==> config.mk <==
export PLATFORM = sky130hd
export DESIGN_NAME = bus_cycle_monitor_flat
export DESIGN_NICKNAME = d
export VERILOG_FILES = /design/src/rtl/bus_cycle_monitor_if.sv /design/src/rtl/bus_cycle_monitor.sv /design/src/flat_wrapper.sv
export SDC_FILE = /design/constraint.sdc
export NUM_CORES = 1
export LEC_CHECK = 0
export ABC_AREA = 1
export BUFFER_PORTS_ARGS = -buffer_cell sky130_fd_sc_hd__buf_2
export CAP_MARGIN = 20
export CORE_ASPECT_RATIO = 0.8
export CORE_MARGIN = 5
export CORE_UTILIZATION = 45
export DETAILED_ROUTE_END_ITERATION = 10
export GPL_TIMING_DRIVEN = 1
export PLACE_DENSITY = 0.65
export SYNTH_ARGS = -nofsm -noshare
export SYNTH_HDL_FRONTEND = slang
export SYNTH_SLANG_ARGS = --single-unit
==> constraint.sdc <==
create_clock -name clk -period 2.5 [get_ports clk]
set_clock_uncertainty 0.05 [all_clocks]
set_input_delay 0.5 -clock clk [delete_from_list [all_inputs] [get_ports clk]]
set_output_delay 0.5 -clock clk [all_outputs]
set_load 0.1 [all_outputs]
==> src/rtl/bus_cycle_monitor_if.sv <==
`timescale 1ns/1ps
// bus_cycle_monitor_if
//   CPU bus cycle signals as seen by the cycle monitor.
//   master : CPU and region controllers. They drive as_n/addr/dtack/berr and
//            receive the terminated cpu_dtack_n/cpu_berr_n.
//   slave  : bus_cycle_monitor. It samples the cycle and region response and
//            drives cpu_dtack_n/cpu_berr_n.
//   Signals:
//     as_n        address strobe, active-low
//     addr        CPU address, valid while as_n low
//     dtack       shared region ack, active-low (pulled up when idle)
//     berr        shared region bus error, active-high (pulled down when idle)
//     cpu_dtack_n registered DTACK to the CPU, active-low
//     cpu_berr_n  registered BERR to the CPU, active-low
interface bus_cycle_monitor_if #(
  parameter int ADDR_WIDTH = 24
);
  logic                  as_n;
  logic [ADDR_WIDTH-1:0] addr;
  logic                  dtack;
  logic                  berr;
  logic                  cpu_dtack_n;
  logic                  cpu_berr_n;

  modport master (
    output as_n, addr, dtack, berr,
    input  cpu_dtack_n, cpu_berr_n
  );

  modport slave (
    input  as_n, addr, dtack, berr,
    output cpu_dtack_n, cpu_berr_n
  );
endinterface

==> src/rtl/bus_cycle_monitor.sv <==
`timescale 1ns/1ps
// bus_cycle_monitor
//   CPU-side terminator for the dtack/berr region protocol. Each CPU cycle
//   (as_n low) waits for a region response; dtack becomes cpu_dtack_n, berr
//   becomes cpu_berr_n, and silence for TIMEOUT clocks becomes a forced bus
//   error. Every bus error is logged (address, cause, sticky flag, count).
//   Ports:
//     clk           system clock, rising edge
//     reset         asynchronous active-high reset
//     bus           bus_cycle_monitor_if.slave (as_n, addr, dtack, berr in;
//                   cpu_dtack_n, cpu_berr_n out, both registered)
//     fault_clr     one-clock pulse clearing fault_valid
//     fault_valid   sticky: a bus error occurred since the last clear
//     fault_timeout 1 = last fault was a timeout, 0 = region berr
//     fault_addr    address of the most recent faulting cycle
//     fault_count   faults since reset, saturating at all-ones
module bus_cycle_monitor #(
  parameter int TIMEOUT     = 64,
  parameter int ADDR_WIDTH  = 24,
  parameter int COUNT_WIDTH = 8
) (
  input  logic                   clk,
  input  logic                   reset,
  bus_cycle_monitor_if.slave     bus,
  input  logic                   fault_clr,
  output logic                   fault_valid,
  output logic                   fault_timeout,
  output logic [ADDR_WIDTH-1:0]  fault_addr,
  output logic [COUNT_WIDTH-1:0] fault_count
);

  typedef enum logic [1:0] {
    IDLE = 2'd0,
    WAIT = 2'd1,
    ACK  = 2'd2,
    ERR  = 2'd3
  } state_e;

  // Wait counter is sized for the largest legal TIMEOUT (2**16-1).
  localparam logic [15:0] CNT_LAST = 16'(TIMEOUT - 1);
  localparam logic [COUNT_WIDTH-1:0] COUNT_MAX = {COUNT_WIDTH{1'b1}};

  state_e                 state_q, state_d;
  logic [15:0]            cnt_q, cnt_d;
  logic                   cpu_dtack_n_q, cpu_dtack_n_d;
  logic                   cpu_berr_n_q, cpu_berr_n_d;
  logic                   fault_valid_q, fault_valid_d;
  logic                   fault_timeout_q, fault_timeout_d;
  logic [ADDR_WIDTH-1:0]  fault_addr_q, fault_addr_d;
  logic [COUNT_WIDTH-1:0] fault_count_q, fault_count_d;

  logic dtack_on_s;
  logic berr_on_s;
  logic fault_s;
  logic fault_to_s;

  // A floating (z) or unknown shared line must never count as a response,
  // hence the exact-value compares.
  assign dtack_on_s = (bus.dtack === 1'b0);
  assign berr_on_s  = (bus.berr === 1'b1);

  // Cycle state machine: next state, wait counter and fault event.
  always_comb begin
    state_d    = state_q;
    cnt_d      = cnt_q;
    fault_s    = 1'b0;
    fault_to_s = 1'b0;
    case (state_q)
      IDLE: begin
        if (bus.as_n == 1'b0) begin
          state_d = WAIT;
          cnt_d   = 16'd0;
        end else begin
          state_d = IDLE;
        end
      end
      WAIT: begin
        // Abort beats any response; berr beats a simultaneous dtack; a real
        // response on the final count beats the timeout.
        if (bus.as_n == 1'b1) begin
          state_d = IDLE;
        end else if (berr_on_s) begin
          state_d = ERR;
          fault_s = 1'b1;
        end else if (dtack_on_s) begin
          state_d = ACK;
        end else if (cnt_q == CNT_LAST) begin
          state_d    = ERR;
          fault_s    = 1'b1;
          fault_to_s = 1'b1;
        end else begin
          cnt_d = cnt_q + 16'd1;
        end
      end
      ACK, ERR: begin
        // Response lines are ignored here; only the end of the cycle matters.
        if (bus.as_n == 1'b1) begin
          state_d = IDLE;
        end else begin
          state_d = state_q;
        end
      end
      default: begin
        state_d = IDLE;
      end
    endcase
  end

  // CPU outputs follow the state being entered, so they change on the same
  // edge as the state and are mutually exclusive by construction.
  always_comb begin
    cpu_dtack_n_d = (state_d == ACK) ? 1'b0 : 1'b1;
    cpu_berr_n_d  = (state_d == ERR) ? 1'b0 : 1'b1;
  end

  // Fault log: a new fault wins over a coincident fault_clr.
  always_comb begin
    fault_valid_d   = fault_valid_q;
    fault_timeout_d = fault_timeout_q;
    fault_addr_d    = fault_addr_q;
    fault_count_d   = fault_count_q;
    if (fault_s) begin
      fault_valid_d   = 1'b1;
      fault_timeout_d = fault_to_s;
      fault_addr_d    = bus.addr;
      if (fault_count_q != COUNT_MAX) begin
        fault_count_d = fault_count_q + COUNT_WIDTH'(1);
      end else begin
        fault_count_d = fault_count_q;
      end
    end else if (fault_clr) begin
      fault_valid_d = 1'b0;
    end else begin
      fault_valid_d = fault_valid_q;
    end
  end

  // All state; async reset drops any cycle in progress and releases outputs.
  always_ff @(posedge clk or posedge reset) begin
    if (reset) begin
      state_q         <= IDLE;
      cnt_q           <= 16'd0;
      cpu_dtack_n_q   <= 1'b1;
      cpu_berr_n_q    <= 1'b1;
      fault_valid_q   <= 1'b0;
      fault_timeout_q <= 1'b0;
      fault_addr_q    <= {ADDR_WIDTH{1'b0}};
      fault_count_q   <= {COUNT_WIDTH{1'b0}};
    end else begin
      state_q         <= state_d;
      cnt_q           <= cnt_d;
      cpu_dtack_n_q   <= cpu_dtack_n_d;
      cpu_berr_n_q    <= cpu_berr_n_d;
      fault_valid_q   <= fault_valid_d;
      fault_timeout_q <= fault_timeout_d;
      fault_addr_q    <= fault_addr_d;
      fault_count_q   <= fault_count_d;
    end
  end

  assign bus.cpu_dtack_n = cpu_dtack_n_q;
  assign bus.cpu_berr_n  = cpu_berr_n_q;
  assign fault_valid     = fault_valid_q;
  assign fault_timeout   = fault_timeout_q;
  assign fault_addr      = fault_addr_q;
  assign fault_count     = fault_count_q;

endmodule

==> src/flat_wrapper.sv <==
// flat-port wrapper written by rule: the top's interface ports become plain ports
module bus_cycle_monitor_flat 
#(
  parameter int TIMEOUT     = 64,
  parameter int ADDR_WIDTH  = 24,
  parameter int COUNT_WIDTH = 8
)
  (clk, reset, fault_clr, fault_valid, fault_timeout, fault_addr, fault_count, bus_as_n, bus_addr, bus_dtack, bus_berr, bus_cpu_dtack_n, bus_cpu_berr_n);
  bus_cycle_monitor_if #(.ADDR_WIDTH(ADDR_WIDTH)) bus_i ();
  input  logic clk;
  input  logic reset;
  input  logic fault_clr;
  output logic fault_valid;
  output logic fault_timeout;
  output logic [ADDR_WIDTH-1:0] fault_addr;
  output logic [COUNT_WIDTH-1:0] fault_count;
  input wire logic [$bits(bus_i.as_n)-1:0] bus_as_n;
  input wire logic [$bits(bus_i.addr)-1:0] bus_addr;
  input wire logic [$bits(bus_i.dtack)-1:0] bus_dtack;
  input wire logic [$bits(bus_i.berr)-1:0] bus_berr;
  output wire logic [$bits(bus_i.cpu_dtack_n)-1:0] bus_cpu_dtack_n;
  output wire logic [$bits(bus_i.cpu_berr_n)-1:0] bus_cpu_berr_n;
  assign bus_i.as_n = bus_as_n;
  assign bus_i.addr = bus_addr;
  assign bus_i.dtack = bus_dtack;
  assign bus_i.berr = bus_berr;
  assign bus_cpu_dtack_n = bus_i.cpu_dtack_n;
  assign bus_cpu_berr_n = bus_i.cpu_berr_n;
  bus_cycle_monitor #(.TIMEOUT(TIMEOUT), .ADDR_WIDTH(ADDR_WIDTH), .COUNT_WIDTH(COUNT_WIDTH)) u_core (.clk(clk), .reset(reset), .bus(bus_i), .fault_clr(fault_clr), .fault_valid(fault_valid), .fault_timeout(fault_timeout), .fault_addr(fault_addr), .fault_count(fault_count));
endmodule
; After elaboration in Yosys (flattened, before gate mapping)
; Cells that the tools add are included.
[classes]
n_addsub = 2
n_eq_ne = 14
reduce_logical = 6
muxes = 25
[op_table]
columns = operator, n
row1 = $mux 16, 5
row2 = $pmux 16 s2, 1
row3 = $add 16x1->16 const B, 1
row4 = $eq 16x6->1 const B, 1
row5 = $mux 1, 13
row6 = $mux 2, 5
row7 = $ne 2x2->1 const B, 5
row8 = $add 8x1->8 const B, 1
row9 = $eq 2x2->1 const B, 4
row10 = $ne 8x8->1 const B, 1
row11 = $pmux 2 s3, 1
row12 = $reduce_and 6->1, 1
row13 = $reduce_bool 2->1, 2
row14 = $eq 2x1->1 const B, 1
row15 = $eqx 1x1->1 const B, 2
row16 = $logic_not 2->1, 1
row17 = $reduce_and 2->1, 1
row18 = $reduce_or 2->1, 1
[word_totals]
elab_cells = 55
input_bits = 30
register_bits = 54

; Logic depth before layout (Yosys ltp)
; Gate-level depths: netlist of the first run.
[depth]
word_depth = 8
ltp_mapped = 11
mapped_depth_nobuf = 10

; Worst setup path after synthesis of the first run
; No wires, ideal clock.
[synth_timing]
path_kind = reg2reg
from = register u_core.fault_count_q[0], in the netlist u_core.fault_count[0]
to = register u_core.fault_count_q[5], in the netlist u_core.fault_count[5]
path_stages_with_launch = 9
period_less_slack_ns = 2.226
t_arrival_ns = 2.102
setup_time_ns = 0.075
n_path_buf = 1
required_ns = 2.375
slack_ns = 0.274
cell_sequence = dfrtp_1 ha_1 nand4_1 nor2_1 nand2_1 nand2_1 buf_6 nand2_1 o21ai_2
[synth_between]
elab_chain_len = 2
word_cells_on_any_way = 3
classes_between = add/sub: 1 / eq/ne: 1 / reduce/logical: 1
[synth_rtl]
columns = item, line_no
row1 = from (decl), bus_cycle_monitor.sv:50  ; logic [COUNT_WIDTH-1:0] fault_count_q, fault_count_d;
row2 = from (signal assigned), bus_cycle_monitor.sv:148  ; fault_count_q <= {COUNT_WIDTH{1'b0}};
row3 = from (signal assigned), bus_cycle_monitor.sv:157  ; fault_count_q <= fault_count_d;
row4 = branches (longest 2 deep; another with $add 8x1->8), --
; Several ways; the timed one is not identified.
; A chain may end at the register's enable or synchronous reset.

; Worst setup path in the final report of the first run
[layout_timing]
from = register u_core.cnt_q[0]
to = register u_core.fault_count_q[6], in the netlist u_core.fault_count[6]
[layout_between]
elab_chain_len = 7
[layout_rtl]
columns = item, line_no
row1 = from (decl), bus_cycle_monitor.sv:44  ; logic [15:0] cnt_q, cnt_d;
row2 = from (signal assigned), bus_cycle_monitor.sv:151  ; cnt_q <= cnt_d;
row3 = $eq 16x6->1, bus_cycle_monitor.sv:87  ; end else if (cnt_q == CNT_LAST) begin
row4 = $mux 1, bus_cycle_monitor.sv:87
row5 = $mux 1, bus_cycle_monitor.sv:85  ; end else if (dtack_on_s) begin
row6 = $mux 1, bus_cycle_monitor.sv:82  ; end else if (berr_on_s) begin
row7 = $mux 1, bus_cycle_monitor.sv:80  ; if (bus.as_n == 1'b1) begin
row8 = $mux 1, bus_cycle_monitor.sv:68  ; case (state_q)
row9 = $reduce_and 2->1 (no source line), --
; No other way between the ends.

==> results of run 1 <==
[critical path, stage by stage (launching register included)]
cell and delay, ns:
dfrtp_1 0.41, ha_1 0.29, nand3_4 0.13, nor2_4 0.14
nand3_2 0.09, nand2_2 0.15, nand2_1 0.27, nand2_1 0.17
o21ai_2 0.06
[per-layer routing]
| layer | global-route usage, % | vias to the layer above | routed length, um |
|---|---|---|---|
| met1 | 21.9 | 1076 | 2940 |
| met4 | 4.56 | 0 | 68 |
| met5 | 0 | - | 0 |
| met3 | 5.15 | 7 | 378 |
| li1 | - | 1234 | - |
| met2 | 24.0 | 70 | 2570 |
[logic make-up after synthesis]
group | Yosys count
adders and majority gates | 2
DFF | 54
buffers and inverters | 29
AOI/OAI and AO/OA | 10
and+or+nand+nor | 248
xor gates and xnor gates | 13
[layout make-up]
cell class,instances,area share [%]
Clock buffer,5,2.11
Clock inverter,3,1.46
Inverter,20,2.30
Multi-Input combinational cell,273,38.4
Sequential cell,54,41.5
Tap cell,81,3.11
Timing Repair Buffer,68,11.1
[stage by stage]
| step | area (um2) | hold slack (ns) |
|---|---|---|
| final | 3260 | 0.154 |
| after CTS | 3260 | 0.171 |
| after global routing | 3260 | 0.183 |
| after global placement | 3140 | 0.399 |
| after detailed placement | 3140 | 0.403 |
| after floorplan | 2750 | 0.436 |
[report_power, final]
group	leakage (nW)	internal, mW	switching, mW
sequential	0.705	1.03	0.0996
clock	0.0587	0.304	0.293
combinational	0.974	0.218	1.35
total	1.74	1.55	1.74
[sequential cells by signal, summed over array words and instances (netlist names)]
name	cells
u_core.fault_count	8
u_core.fault_valid	1
u_core.bus.cpu_dtack_n	1
u_core.state_q	2
u_core.fault_timeout	1
u_core.bus.cpu_berr_n	1
u_core.fault_addr	24
u_core.cnt_q	16
[cell usage in the layout (no fill, tap or decap), drive strengths merged, types with 2 or more instances in the layout]
cell type,n
nor3,3
nand2,177
xnor2,2
nand4,12
clkbuf,5
o21ai,4
o21bai,4
dfrtp,52
xor2,11
dfstp,2
ha,2
inv,21
nand3,11
buf,68
nor2,44
[final timing paths]
check	slack (ns)	endpoint	cells after the start	startpoint
max reg2reg	0.62	u_core.fault_count[6]$_DFFE_PP0P_	8	u_core.cnt_q[0]$_DFFE_PP0P_
min	0.15	u_core.fault_addr[9]$_DFFE_PP0P_	2	reset
max	0.62	u_core.fault_count[6]$_DFFE_PP0P_	8	u_core.cnt_q[0]$_DFFE_PP0P_
min in group clk	0.33	u_core.fault_valid$_DFFE_PP0P_	2	fault_clr
min reg2reg	0.42	u_core.fault_addr[14]$_DFFE_PP0P_	2	u_core.fault_addr[14]$_DFFE_PP0P_
max in group asynchronous	1.64	u_core.bus.cpu_dtack_n$_DFF_PP1_	3	reset
==> metrics, run 1 <==
status complete, no violations; Setup Viol. Count Final 0; register area share after synthesis 49.2%; maxcap violations 0; largest net degree at the start of global routing 33; Setup WS post-layout just over 0.6 ns; syn_nets approximately 390; Sequential cell area 1350 um2; #FFs+latches synth 54; main combinational cell family by area after synthesis simple AND/OR/NAND/NOR gates; CTS tree yes; Hold WC Path Type primary input to async pin; Core ar. ~5900 um2; # diodes 0; Hold Fails Final Rpt 0; data required time at the worst endpoint 2.65 ns; Via density 4.74; Post-synth EDFFs 0; Synth async-reset ratio 100%; CP max FO 11; Finished Layout Cells a little over 500; footprint of the multi-input gates 1250 um2; PnR Total Power ~3.3 mW; Arr. time, crit path 2.03 ns; H-tree levels 2; CTS sink cnt 54; initial antenna violation count 0; complex-gate fraction of the synthesized area 2.68%; Adder-Cell Fraction of Synth Area less than 1%; First DRT Iteration DRCs 106; Root Buffer clkbuf_8; XOR/XNOR Fraction of Synth Area 4.13%; Skew-Pair Late Insertion Delay about 0.31 ns; Mapped Avg Cell Area approximately 7.7 um2; vias 2387; Initial Util between 40 and 50%; DR pass1 iterations 4; post-route minimum period 1.88 ns; Fill cells about 570; Area Overhead vs Synth 18.4%; Final Wtd Congestion 0.814; DR WL/cell 11.8 um; gr usage total around 16%; placed cells 496; top achievable clock speed 0.532 GHz; post-CTS resize count 0; Post-CTS Hold Fix Bufs 0; mux contribution to synthesized area 0%; Synth Flop Type dfrtp_1; Finished Core Util 54.8%; layout cells sized above 1 ~22%; Synth area leader dfrtp_1; Relative slew margins 66.5%; Die X-Extent 97.5 um; number of I/O port buffers 65; CTS buffer count 5; CTS max path bufs 2; crit path capture type flop; Worst Tran Pin Value 0.502 ns; post-place setup slack approximately 0.62 ns; Final period util about three quarters; kind of critical path flop to flop; Worst-path clk slew about 0.10 ns; num ports 66; Synth top area share 47.3%; die span in y 80.0 um; Max IR drop VDD 0.456 mV; Synth Area in Simple Gates 37.8%; number of global-route vias before repair about 2200; LEAKAGE 1.74 nW; setup total negative slack 0 ns; # Post-CTS Setup Buffers 0; die area 7790 um2; top-count cell post-synth nand2_1; RSZ-0062 raised after global routing false; number of routed nets with antenna violations 0; Rows 25; synthesized area 2750 um2; DRC 0; power per cell area 1010 nW/um2; GR Overflow Total 0; Unique masters post-synth 28; WL final 5950 um; top post-synthesis cells by count nand2_1 (172), dfrtp_1 (52), nor2_1 (41); first-pass GRT wire length 10100 um; nets around 450; cells after synthesis 356; synth top area cells dfrtp_1 (47%), nand2_1 (23%), nor2_1 (5.6%); synth warn 0; hpwl dp 4390 um; final slew viol count 0; Critical Path Start Type flop
(Power assumes the default switching activity.)
==> run 2, diff against run 1 <==
Settings changed: PLACE_DENSITY 0.65 to 0.68.
Clock period 2.5 ns to 1.52 ns, I/O delays scaled along.
==> metrics, run 2 (same netlist as run 1, synthesis figures left out) <==
status complete, no violations; Finished Layout Cells 538 (+6.7%); die area 7790 um2 (unchanged); CP max FO 6 (-5); Hold WC Path Type primary input to async pin; placed inst area 3540 um2 (+13%); DR WL/cell 12.6 um (+6.3%); layout cells sized above 1 32.8% (+11 points); most common cell after layout, fill and taps aside nand2_1; Critical Path Start Type flop; final slew viol count 0 (unchanged); data required time at the worst endpoint 1.67 ns (-0.98 ns); Worst Tran Pin Value 0.506 ns (+0.00484 ns); vias 2513 (+5.3%); CTS tree yes; Fill cells 533 (-7.0%); largest net degree at the start of global routing 55 (+67%); most frequent cells in the layout nand2_1 (167), buf_2 (54), dfrtp_1 (42); Root Buffer clkbuf_8; delay-heaviest family, CP simple AND/OR/NAND/NOR gates; Finished Core Util 62.8% (+8.0 points); Hold Fails Final Rpt 0 (unchanged); placed cells 527 (+6.3%); Die X-Extent 97.5 um (unchanged); PnR Total Power 5.60 mW (+70%); H-tree levels 2 (unchanged); Worst-path clk slew 0.10 ns (about the same); LEAKAGE 1.93 nW (+11%); crit path capture type flop; WL final 6760 um (+14%); Crit path largest cell delay 0.41 ns (about the same); top achievable clock speed 0.669 GHz (+26%); RSZ-0062 raised after global routing true; Final period util 98.3% (+23 points); maxcap violations 0 (unchanged); Skew-Pair Late Insertion Delay 0.31 ns (about the same); GR Overflow Total 0 (unchanged); Relative slew margins 66.5% (about the same); DR pass1 iterations 4 (unchanged); Max IR drop VDD 1.09 mV (+140%); Area Overhead vs Synth 35.5%; post-route minimum period 1.49 ns (-0.385 ns); power per cell area 1500 nW/um2 (+49%); CTS sink cnt 54 (unchanged); CTS buffer count 5 (unchanged); number of global-route vias before repair 2495 (+15%); Rows 25 (unchanged); Sequential cell area 1370 um2 (+0.92%); DRC 0 (unchanged); First DRT Iteration DRCs 179 (+69%); CP dominant cell by count nand2_2; die span in y 80.0 um (unchanged); Via density 4.67 (-1.4%); Arr. time, crit path 1.64 ns (-0.39 ns); gr usage total 17.7% (+1.8 points); first-pass GRT wire length 11400 um (+13%); Final Wtd Congestion 0.889 (+9.2%); Final Instance Area 3730 um2 (+15%); kind of critical path flop to flop; critical path cell sequence ha_4 -> nand3_4 -> nor2_4 -> nand3_2 -> nand2_4 -> nand2_2 -> buf_6 -> nand2_2 -> o21ai_2; post-place setup slack -0.0315 ns (-0.653 ns); number of I/O port buffers 65 (unchanged); Post-CTS Hold Fix Bufs 0 (unchanged); Worst Path Buf+Inv 1 (+1); Setup Viol. Count Final 0 (unchanged); number of routed nets with antenna violations 0 (unchanged); Core ar. 5940 um2 (unchanged); initial antenna violation count 0 (unchanged); footprint of the multi-input gates 1340 um2 (+7.1%); Largest register FFs 24 (unchanged); nets 488 (+7.5%); # diodes 0 (unchanged); num ports 66 (unchanged); hpwl dp 5070 um (+16%); slowest cell on the critical path dfrtp_1; Setup WS post-layout 0.0252 ns (-0.595 ns); CTS max path bufs 2 (unchanged); Initial Util 46.3% (unchanged)
[run 2: cell types whose count changed in the layout (fill, tap and decap cells not counted), sizes merged]
cell / previous run / this run
buf: 68 / 99
bufinv: 1 / 0
nand2: 177 / 178
clkbuf: 5 / 7
clkinvlp: 0 / 1
[run 2: per-stage QoR]
stage | hold WS (ns) | TNS, ns
final | 0.00645 | 0
after global routing | 0.0249 | -1.60
after CTS | 0.0140 | -0.0213
after detailed placement | 0.361 | -0.123
after global placement | 0.353 | 0
after floorplan | 0.321 | -2.19
[run 2: routing by layer]
layer  up-vias  wire (um)  part of all wire (%)  GRT usage [%]
met5         -          0                     0              0
met4         0        101                   1.5           4.15
met3        11        327                   4.8           4.45
met2        63       3230                    48           29.7
met1      1135       3100                    46           23.1
li1       1304          -                     -              -
[run 2: worst paths after layout]
| path | startpoint | to | slack, ns | cells past startpoint |
|---|---|---|---|---|
| setup / recovery | u_core.cnt_q[1]$_DFFE_PP0P_ | u_core.fault_count[2]$_DFFE_PP0P_ | 0.03 | 9 |
| hold / removal | reset | u_core.fault_timeout$_DFFE_PP0P_ | 0.006 | 3 |
| setup reg to reg | u_core.cnt_q[1]$_DFFE_PP0P_ | u_core.fault_count[2]$_DFFE_PP0P_ | 0.03 | 9 |
| hold reg to reg | u_core.fault_addr[20]$_DFFE_PP0P_ | u_core.fault_addr[20]$_DFFE_PP0P_ | 0.42 | 2 |
| max in group asynchronous | reset | u_core.bus.cpu_berr_n$_DFF_PP1_ | 1.13 | 3 |
| min in group clk | fault_clr | u_core.fault_valid$_DFFE_PP0P_ | 0.12 | 2 |
[run 2: power breakdown]
group	total (mW)	leakage (nW)	switching [mW]	internal, mW
Sequential	1.86	0.690	0.162	1.70
Clock	0.851	0.0506	0.506	0.345
Combinational	2.89	1.19	2.31	0.575
Total	5.60	1.93	2.98	2.62
[run 2: timing repair]
item                                    4_1_cts  5_1_grt
pin swaps                                     5        3
cloned                                        0        1
setup buffers                                 0        2
endpoints found under the hold margin         0        0
endpoints found under the setup margin       26       53
gates resized for setup                       9       15
[run 2: cell type report]
cell class | count | share of cell area (%)
timing repair buffer | 101 | 20.0
inverter | 20 | 2.11
clock inverter | 3 | 0.771
sequential | 54 | 36.6
multi-input combinational | 274 | 35.9
tap | 81 | 2.72
clock buffer | 5 | 1.84
[run 2: worst register-to-register path, cell delays in order (launching register included)]
cell	delay, ns
dfrtp_1	0.41
ha_4	0.17
nand3_4	0.10
nor2_4	0.11
nand3_2	0.10
nand2_4	0.11
nand2_2	0.08
buf_6	0.14
nand2_2	0.07
o21ai_2	0.06
